File: src/rtl/vlr_pkg.sv
// Shared types and ASCII/error constants for the vector log reader.
package vlr_pkg;

  typedef enum logic [2:0] {
    S_PAT,
    S_SEP,
    S_RSP,
    S_EOL,
    S_SKIP
  } state_t;

  localparam logic [7:0] CH_0  = 8'h30;
  localparam logic [7:0] CH_1  = 8'h31;
  localparam logic [7:0] CH_SP = 8'h20;
  localparam logic [7:0] CH_LF = 8'h0A;
  localparam logic [7:0] CH_CR = 8'h0D;

  localparam logic [1:0] ERR_NONE  = 2'd0;
  localparam logic [1:0] ERR_CHAR  = 2'd1;
  localparam logic [1:0] ERR_FMT   = 2'd2;
  localparam logic [1:0] ERR_SHORT = 2'd3;

  function automatic logic is_digit(input logic [7:0] c);
    return (c == CH_0) || (c == CH_1);
  endfunction

endpackage

File: src/rtl/vector_log_reader_if.sv
// Byte-stream input and parsed-record output of the vector log reader.
interface vector_log_reader_if #(
  parameter int N_BITS = 3,
  parameter int R_BITS = 1,
  parameter int CNT_W  = 16
);
  logic              in_valid;
  logic [7:0]        in_byte;
  logic              in_ready;
  logic              rec_valid;
  logic              rec_ready;
  logic [N_BITS-1:0] rec_pattern;
  logic [R_BITS-1:0] rec_response;
  logic [CNT_W-1:0]  rec_index;
  logic              err_pulse;
  logic [1:0]        err_code;
  logic              seq_err;
  logic              sweep_done;

  modport slave (
    input  in_valid, in_byte, rec_ready,
    output in_ready, rec_valid, rec_pattern, rec_response, rec_index,
           err_pulse, err_code, seq_err, sweep_done
  );

  modport master (
    output in_valid, in_byte, rec_ready,
    input  in_ready, rec_valid, rec_pattern, rec_response, rec_index,
           err_pulse, err_code, seq_err, sweep_done
  );
endinterface

File: src/rtl/vector_log_reader_seq_check.sv
// Tracks record index, ascending-order violations and full-sweep completion.
module vlr_seq_check #(
  parameter int N_BITS = 3,
  parameter int CNT_W  = 16
) (
  input  logic              clk,
  input  logic              rst,
  input  logic              load,
  input  logic [N_BITS-1:0] pattern,
  output logic [CNT_W-1:0]  rec_index,
  output logic              seq_err,
  output logic              sweep_done
);
  localparam logic [CNT_W-1:0] LAST_IDX = CNT_W'((64'd1 << N_BITS) - 64'd1);

  logic [N_BITS-1:0] expected;
  logic [CNT_W-1:0]  next_idx;

  // Expected follows the observed pattern so a single skip flags only once.
  always_ff @(posedge clk or posedge rst) begin
    if (rst) begin
      expected   <= '0;
      next_idx   <= '0;
      rec_index  <= '0;
      seq_err    <= 1'b0;
      sweep_done <= 1'b0;
    end else if (load) begin
      if (pattern != expected) seq_err <= 1'b1;
      expected  <= pattern + N_BITS'(1);
      rec_index <= next_idx;
      next_idx  <= next_idx + CNT_W'(1);
      if (next_idx == LAST_IDX) sweep_done <= 1'b1;
    end
  end

endmodule

File: src/rtl/vector_log_reader.sv
// Parses "<pattern> <response>\n" ASCII lines into records with order checking.
module vector_log_reader
  import vlr_pkg::*;
#(
  parameter int N_BITS = 3,
  parameter int R_BITS = 1,
  parameter int CNT_W  = 16
) (
  input logic CK,
  input logic reset,
  vector_log_reader_if.slave bus
);
  localparam int unsigned MAXW = (N_BITS > R_BITS) ? N_BITS : R_BITS;
  localparam int unsigned BW   = $clog2(MAXW + 1);

  state_t            state, state_n;
  logic [N_BITS-1:0] pat_q, pat_n;
  logic [R_BITS-1:0] rsp_q, rsp_n;
  logic [BW-1:0]     cnt_q, cnt_n;
  logic              cr_q, cr_n;
  logic              accept, load, err_now, bit_in;
  logic [1:0]        err_val;

  logic              rec_valid_q;
  logic [N_BITS-1:0] rec_pattern_q;
  logic [R_BITS-1:0] rec_response_q;
  logic              err_pulse_q;
  logic [1:0]        err_code_q;

  assign bus.in_ready     = !rec_valid_q || bus.rec_ready;
  assign accept           = bus.in_valid && bus.in_ready;
  assign bit_in           = (bus.in_byte == CH_1);
  assign bus.rec_valid    = rec_valid_q;
  assign bus.rec_pattern  = rec_pattern_q;
  assign bus.rec_response = rec_response_q;
  assign bus.err_pulse    = err_pulse_q;
  assign bus.err_code     = err_code_q;

  always_comb begin
    state_n = state;
    pat_n   = pat_q;
    rsp_n   = rsp_q;
    cnt_n   = cnt_q;
    cr_n    = cr_q;
    load    = 1'b0;
    err_now = 1'b0;
    err_val = ERR_NONE;
    if (accept) begin
      unique case (state)
        S_PAT: begin
          if (is_digit(bus.in_byte)) begin
            pat_n = N_BITS'({pat_q, bit_in});
            cnt_n = cnt_q + BW'(1);
            if (cnt_q == BW'(N_BITS - 1)) begin
              state_n = S_SEP;
              cnt_n   = '0;
            end
          end else if (bus.in_byte == CH_LF) begin
            if (cnt_q != '0) begin
              err_now = 1'b1;
              err_val = ERR_SHORT;
            end
          end else begin
            err_now = 1'b1;
            err_val = ERR_CHAR;
            state_n = S_SKIP;
          end
        end
        S_SEP: begin
          if (bus.in_byte == CH_SP) begin
            state_n = S_RSP;
          end else if (bus.in_byte == CH_LF) begin
            err_now = 1'b1;
            err_val = ERR_SHORT;
            state_n = S_PAT;
          end else begin
            err_now = 1'b1;
            err_val = ERR_FMT;
            state_n = S_SKIP;
          end
        end
        S_RSP: begin
          if (is_digit(bus.in_byte)) begin
            rsp_n = R_BITS'({rsp_q, bit_in});
            cnt_n = cnt_q + BW'(1);
            if (cnt_q == BW'(R_BITS - 1)) begin
              state_n = S_EOL;
              cnt_n   = '0;
            end
          end else if (bus.in_byte == CH_LF) begin
            err_now = 1'b1;
            err_val = ERR_SHORT;
            state_n = S_PAT;
          end else begin
            err_now = 1'b1;
            err_val = ERR_CHAR;
            state_n = S_SKIP;
          end
        end
        S_EOL: begin
          if (bus.in_byte == CH_CR && !cr_q) begin
            cr_n = 1'b1;
          end else if (bus.in_byte == CH_LF) begin
            load    = 1'b1;
            state_n = S_PAT;
          end else begin
            err_now = 1'b1;
            err_val = ERR_FMT;
            state_n = S_SKIP;
          end
        end
        S_SKIP: begin
          if (bus.in_byte == CH_LF) state_n = S_PAT;
        end
        default: state_n = S_PAT;
      endcase
      // The output registers load from pat_q/rsp_q, so clearing here is safe.
      if (err_now || load) begin
        pat_n = '0;
        rsp_n = '0;
        cnt_n = '0;
        cr_n  = 1'b0;
      end
    end
  end

  always_ff @(posedge CK or posedge reset) begin
    if (reset) begin
      state          <= S_PAT;
      pat_q          <= '0;
      rsp_q          <= '0;
      cnt_q          <= '0;
      cr_q           <= 1'b0;
      rec_valid_q    <= 1'b0;
      rec_pattern_q  <= '0;
      rec_response_q <= '0;
      err_pulse_q    <= 1'b0;
      err_code_q     <= ERR_NONE;
    end else begin
      state       <= state_n;
      pat_q       <= pat_n;
      rsp_q       <= rsp_n;
      cnt_q       <= cnt_n;
      cr_q        <= cr_n;
      err_pulse_q <= err_now;
      if (err_now) err_code_q <= err_val;
      if (load) begin
        rec_valid_q    <= 1'b1;
        rec_pattern_q  <= pat_q;
        rec_response_q <= rsp_q;
      end else if (bus.rec_ready) begin
        rec_valid_q <= 1'b0;
      end
    end
  end

  vlr_seq_check #(
    .N_BITS(N_BITS),
    .CNT_W (CNT_W)
  ) u_seq_check (
    .clk       (CK),
    .rst       (reset),
    .load      (load),
    .pattern   (pat_q),
    .rec_index (bus.rec_index),
    .seq_err   (bus.seq_err),
    .sweep_done(bus.sweep_done)
  );

endmodule

File: src/flat_wrapper.sv
// flat-port wrapper written by rule: the top's interface ports become plain ports
module vector_log_reader_flat import vlr_pkg::*;
#(
  parameter int N_BITS = 3,
  parameter int R_BITS = 1,
  parameter int CNT_W  = 16
)
  (CK, reset, bus_in_valid, bus_in_byte, bus_rec_ready, bus_in_ready, bus_rec_valid, bus_rec_pattern, bus_rec_response, bus_rec_index, bus_err_pulse, bus_err_code, bus_seq_err, bus_sweep_done);
  vector_log_reader_if #(.N_BITS(N_BITS), .R_BITS(R_BITS), .CNT_W(CNT_W)) bus_i ();
  input logic CK;
  input logic reset;
  input wire logic [$bits(bus_i.in_valid)-1:0] bus_in_valid;
  input wire logic [$bits(bus_i.in_byte)-1:0] bus_in_byte;
  input wire logic [$bits(bus_i.rec_ready)-1:0] bus_rec_ready;
  output wire logic [$bits(bus_i.in_ready)-1:0] bus_in_ready;
  output wire logic [$bits(bus_i.rec_valid)-1:0] bus_rec_valid;
  output wire logic [$bits(bus_i.rec_pattern)-1:0] bus_rec_pattern;
  output wire logic [$bits(bus_i.rec_response)-1:0] bus_rec_response;
  output wire logic [$bits(bus_i.rec_index)-1:0] bus_rec_index;
  output wire logic [$bits(bus_i.err_pulse)-1:0] bus_err_pulse;
  output wire logic [$bits(bus_i.err_code)-1:0] bus_err_code;
  output wire logic [$bits(bus_i.seq_err)-1:0] bus_seq_err;
  output wire logic [$bits(bus_i.sweep_done)-1:0] bus_sweep_done;
  assign bus_i.in_valid = bus_in_valid;
  assign bus_i.in_byte = bus_in_byte;
  assign bus_i.rec_ready = bus_rec_ready;
  assign bus_in_ready = bus_i.in_ready;
  assign bus_rec_valid = bus_i.rec_valid;
  assign bus_rec_pattern = bus_i.rec_pattern;
  assign bus_rec_response = bus_i.rec_response;
  assign bus_rec_index = bus_i.rec_index;
  assign bus_err_pulse = bus_i.err_pulse;
  assign bus_err_code = bus_i.err_code;
  assign bus_seq_err = bus_i.seq_err;
  assign bus_sweep_done = bus_i.sweep_done;
  vector_log_reader #(.N_BITS(N_BITS), .R_BITS(R_BITS), .CNT_W(CNT_W)) u_core (.CK(CK), .reset(reset), .bus(bus_i));
endmodule
File: config.mk
export PLATFORM = sky130hd
export DESIGN_NAME = vector_log_reader_flat
export DESIGN_NICKNAME = d
export VERILOG_FILES = /design/src/rtl/vlr_pkg.sv /design/src/rtl/vector_log_reader_if.sv /design/src/rtl/vector_log_reader_seq_check.sv /design/src/rtl/vector_log_reader.sv /design/src/flat_wrapper.sv
export SDC_FILE = /design/constraint.sdc
export NUM_CORES = 1
export LEC_CHECK = 0
export CORE_ASPECT_RATIO = 0.8
export CORE_UTILIZATION = 54
export CTS_CLUSTER_DIAMETER = 30
export DETAILED_ROUTE_END_ITERATION = 7
export PLACE_DENSITY = 0.84
export RECOVER_POWER = 100
export SLEW_MARGIN = 20
export SYNTH_ARGS = -nofsm -noshare
export SYNTH_HDL_FRONTEND = slang
export SYNTH_HIERARCHICAL = 1
export SYNTH_SLANG_ARGS = --single-unit
File: constraint.sdc
create_clock -name CK -period 2.6 [get_ports CK]
set_input_delay 0.26 -clock CK [delete_from_list [all_inputs] [get_ports CK]]
set_output_delay 0.26 -clock CK [all_outputs]
set_load 0.03 [all_outputs]
# After elaboration in Yosys (flattened, before gate mapping)
# Index checks and enable logic that the tools add are counted.
dict set report totals {
  in_bits 12
  elab_cells 114
  out_inout_bits 27
  register_bits 55
}
dict set report classes {
  eq_ne 19
  n_mux 53
  add_sub_neg 3
  reduce_logical 24
}
# operator n
set ops {}
lappend ops {{$mux 3} 12}
lappend ops {{$mux 2} 14}
lappend ops {{$eq 8x6->1 const B} 3}
lappend ops {{$mux 1} 23}
lappend ops {{$add 16x1->16 const B} 1}
lappend ops {{$eq 16x3->1 const B} 1}
lappend ops {{$eq 8x4->1 const B} 2}
lappend ops {{$pmux 3 s5} 1}
lappend ops {{$reduce_bool 2->1} 7}
lappend ops {{$reduce_and 3->1} 3}
lappend ops {{$pmux 2 s4} 1}
lappend ops {{$eq 3x2->1 const B} 2}
lappend ops {{$ne 3x1->1 const B} 2}
lappend ops {{$ne 3x3->1 const B} 2}
lappend ops {{$reduce_and 6->1} 1}
lappend ops {{$pmux 1 s4} 1}
lappend ops {{$pmux 2 s2} 1}
lappend ops {{$reduce_and 2->1} 2}
lappend ops {{$reduce_and 4->1} 1}
lappend ops {{$add 3x1->3 const B} 1}
lappend ops {{$eq 3x1->1 const B} 1}
lappend ops {{$eq 3x3->1 const B} 1}
lappend ops {{$logic_not 3->1} 1}
lappend ops {{$logic_or 1x1->1} 3}
lappend ops {{10 further kinds} 12}

# Logic depth before layout (Yosys ltp)
dict set report depth {
  depth_word 9
  depth_mapped 9
  ltp_nobuf 7
}

# Cells and area by module
# The synthesis kept the hierarchy.
# module n_inst area_per_inst_um2 seq_area_each_um2 cells_each
set by_module_without_submodules {}
lappend by_module_without_submodules {vlr_seq_check 1 1550.2 925.9 113}
lappend by_module_without_submodules {vector_log_reader 1 1197.4 450.4 121}

# Worst setup path after synthesis
# OpenSTA, ideal clock, no wires.
dict set report synth_path {
  kind {input to register}
  start {input bus_in_byte[4]}
  end {register u_core.u_seq_check.next_idx[15]}
  t_arrival_ns 2.125
  cell_stages 8
  setup_slack_ns 0.353
  setup_ns 0.123
  t_required_ns 2.477
  path_buffers 1
  cell_sequence {or4_1 -> or2_2 -> nor3_1 -> buf_6 -> nand4_2 -> nor3_2 -> nand4_1 -> xnor2_1}
}
dict set report synth_via {
  elab_chain_cells 6
  word_cells_on_any_way 8
  cone_classes {eq/ne: 2; mux: 5; reduce/logical: 1}
}
# element line_no
set synth_lines {}
lappend synth_lines {{start, declared} flat_wrapper.sv:13} ;# input wire logic [$bits(bus_i.in_byte)-1:0] bus_in_byte;
lappend synth_lines {{$eq 8x4->1, on equally long branches} {vector_log_reader.sv:103, vector_log_reader.sv:101}}
lappend synth_lines {{$mux 1 / $logic_and 1x1->1 (equally long branches)} {vector_log_reader.sv:103, vector_log_reader.sv:101}}
lappend synth_lines {{$mux 1 *} vector_log_reader.sv:101} ;# if (bus.in_byte == CH_CR && !cr_q) begin
lappend synth_lines {{$mux 1 *} vector_log_reader.sv:49} ;# unique case (state)
lappend synth_lines {{$mux 1 * (2 in series)} vector_log_reader.sv:48} ;# if (accept) begin
lappend synth_lines {{via u_core.load} vector_log_reader.sv:21} ;# logic accept, load, err_now, bit_in;
lappend synth_lines {{end signal, assigned} vector_log_reader_seq_check.sv:31} ;# next_idx <= next_idx + CNT_W'(1);
lappend synth_lines {{end, declared} vector_log_reader_seq_check.sv:17} ;# logic [CNT_W-1:0] next_idx;
# The timed path passes the listed nets; every way through them passes the cells marked *. The select of a mux whose other input is x is not followed.
# A chain may end at the register's enable or synchronous reset.

# Worst setup path in the final report
dict set report layout_path {
  start {input bus_in_byte[4]}
  end {register u_core.u_seq_check.next_idx[12]}
}
# The elaborated chain is that of the path after synthesis.

==> qor.yml <==
slew_violations: 38
critPathSlowestCell: "or4_1"
worst_ep_arrival_time_ps: 2660
drt_pass1_iterations: 4
final_cells: 355
rows: 22
gp_routability_congestion: 0.935
crit_family: "simple AND/OR/NAND/NOR gates"
fill_cells: 357
clkLatencyLatePin_ps: 310
worstReg2RegEnd: "u_core/u_seq_check/next_idx[12]"
layout_common_cells: "dfrtp_1 (55), dlygate4sd3_1 (27), mux2_2 (23), nand2_1 (17), xnor2_1 (16)"
crit_type: "input port to register"
cts_tree: "yes"
fin_crit_sh_pct: 94.7
syn_area_um2: 2750
layout_min_cycle_time_ps: 2460
grt_start_max_net_pins: 38
start_util_pct: 58.0
synth_edf_count: 0
ir_drop_v: 0.000399
rr_startpoint: "u_core/state[1]"
io_pins: 39
cts.repair.resized: 0
max_freq_mhz: 406
drtIter0Drc: 171
max_slew_margin_pct: -25.8
max_stage_delay_ps: 580
clock-sinks: 55
async_flop_share_pct: 100
dp_hpwl_um: 4190
crit_fanout: 5
rsz0062_at_grt: "no"
cts_setup_buffers: 0
finalHoldViolCount: 0
end_kind: "register"
hold_ws_ps: 369
crit_chain: "clkdlybuf4s50_1, or4_1, or2_2, nor3_1, buf_4, nand3_1, nor3_1, nand3_1, xnor2_1"
critPathLaunchType: "input port"
status: "finished with violations"
clk_pin_slew_worst_paths_ps: 90
ys_ff_latch: 55
violations: "max-capacitance violations, max-slew violations"
drcViolationCount: 0
setup_viol: 0
synthFlopType: "dfrtp_1"
tightestPinTransition_ps: 1890
vias: 2031
cts_root_buf: "clkbuf_8"
dieWidth_um: 81.8
wl_um: 5350
numCtsBuffers: 5
yosysWarnings: 6
dieArea_um2: 5380
fin_skew_ps: 12.0
syn-mean-instance-area_um2: 11.7
grt_first_pass_wirelength_um: 9320
ys_types: 59
syn_to_final_growth_pct: 22.0
p_leak_nw: 1.61
grt_usage_pct: 23.3
drive_gt1_share_pct: 22.0
cts.htree.levels: 2
power_density_nw_per_um2: 506
antenna_found_initial: 0
worst_r2r_path_depth: 8
cts.path.max_buffers: 2
yosysSeqAreaShare_pct: 50.1
ant_nets: 0
grt_overflow_total: 0
grt_pass1_vias: 1926
required_ps: 2800
portBuffers: 38
rrSetupSlack_ps: 320
hp-class: "input port to async pin"
dpl.cell_count: 347
antenna_cells: 0
nets: 312
coreArea_um2: 4730
mostFrequentLayoutCell: "dfrtp_1"
synthCells: 234
fp.dieH_um: 65.8
synth_fp_nets: 252
postCtsHoldBufs: 0
maxCapViolations: 1
cp_num_buf_inv: 2
via_per_inst: 5.72
routedWlPerCell_um: 15.1
## report_power, final
group / switching (mW) / internal [mW] / total, mW
registers: 0.0246 / 0.883 / 0.908
logic: 0.173 / 0.129 / 0.301
clock network: 0.271 / 0.218 / 0.488
## final cells by class
| cell class | instances | area [µm²] | area share, % |
|---|---|---|---|
| clock inverter | 2 | 16.3 | 0.485 |
| clock buffer | 6 | 82.6 | 2.46 |
| tap | 60 | 75.1 | 2.24 |
| multi-input combinational | 163 | 1250 | 37.2 |
| timing repair buffer | 61 | 527 | 15.7 |
| inverter | 8 | 30.0 | 0.896 |
| sequential | 55 | 1380 | 41.0 |
## cells by family after synthesis
kind of cell	count (synthesis)	share of synthesized area, %
adders and majority gates	6	2.73
and+or+nand+nor	78	17.4
buffers and inverters	16	3.19
AOI/OAI and AO/OA	33	9.47
muxes	27	11.1
xor gates and xnor gates	19	6.06
DFF	55	50.1
## cell usage after synthesis, drive strengths merged, types with 2 or more instances
master | n | share of area, %
dfrtp | 55 | 50
mux2 | 24 | 10
nand2 | 17 | 2.3
xnor2 | 16 | 5.1
nor2 | 11 | 1.5
nor3 | 9 | 2.4
inv | 8 | 1.1
nand3 | 8 | 1.5
ha | 6 | 2.7
a21oi | 4 | 0.73
a31o | 4 | 1.3
buf | 4 | 0.96
nand4 | 4 | 1.4
nor4 | 4 | 1.1
o21ai | 4 | 0.73
a22o | 3 | 0.96
a31oi | 3 | 0.68
and2 | 3 | 0.73
and3 | 3 | 0.73
clkbuf | 3 | 0.77
mux2i | 3 | 1.1
or4 | 3 | 0.82
xor2 | 3 | 0.96
a221o | 2 | 0.77
a41o | 2 | 0.73
nand2b | 2 | 0.46
o21a | 2 | 0.82
o22ai | 2 | 0.46
or2 | 2 | 0.46
or3b | 2 | 0.64
or4b | 2 | 0.73
## worst reg2reg max path, cell delays in order (launching register included)
cell and delay [ps]:
dfrtp_1 550, nand3b_1 220, or2_2 330, nor3_1 180, buf_4 160, nand3_1 70, nor3_1 370, nand3_1 150
xnor2_1 150
## per-layer routing
metal / GRT usage [%] / share of wire, %
met5: 0 / 0
met4: 8.55 / 1.6
met3: 3.72 / 4.7
met2: 34.0 / 42
met1: 34.7 / 51
## state kept, by name (all words and copies together), names as in the netlist, 2 cells and up
register and cells:
u_core/state 3, u_core/cnt_q 2, u_core/u_seq_check/next_idx 16, u_core/bus.err_code 2
u_core/u_seq_check/rec_index 16, u_core/bus.rec_pattern 3, u_core/pat_q 3, u_core/u_seq_check/expected 3
## how the worst max path moves through the flow
stage	startpoint	to	slack (ps)	cells past startpoint
after floorplan	bus_in_byte[4]	u_core/u_seq_check/next_idx[15]	350	8
after global placement	bus_in_byte[4]	u_core/u_seq_check/next_idx[15]	-30	9
after detailed placement	bus_in_byte[4]	u_core/u_seq_check/next_idx[6]	-130	9
after CTS	bus_in_byte[4]	u_core/u_seq_check/next_idx[6]	200	9
after global routing	bus_in_byte[4]	u_core/u_seq_check/next_idx[10]	70	9
final	bus_in_byte[4]	u_core/u_seq_check/next_idx[12]	140	9
## per-stage QoR
stage / instance area, µm² / util [%] / TNS [ps] / power (mW) / setup WS, ps
floorplan: 2750 / - / 0 / 1.14 / 353
global placement: 3320 / 70.2 / -63.4 / 1.25 / -27.1
detailed placement: 3320 / 70.2 / -472 / 1.26 / -131
CTS: 3420 / 72.3 / 0 / 1.75 / 197
global route: 3350 / 70.8 / 0 / 1.79 / 70.2
finish: 3350 / 70.8 / 0 / 1.70 / 137
(Power assumes the default switching activity.)
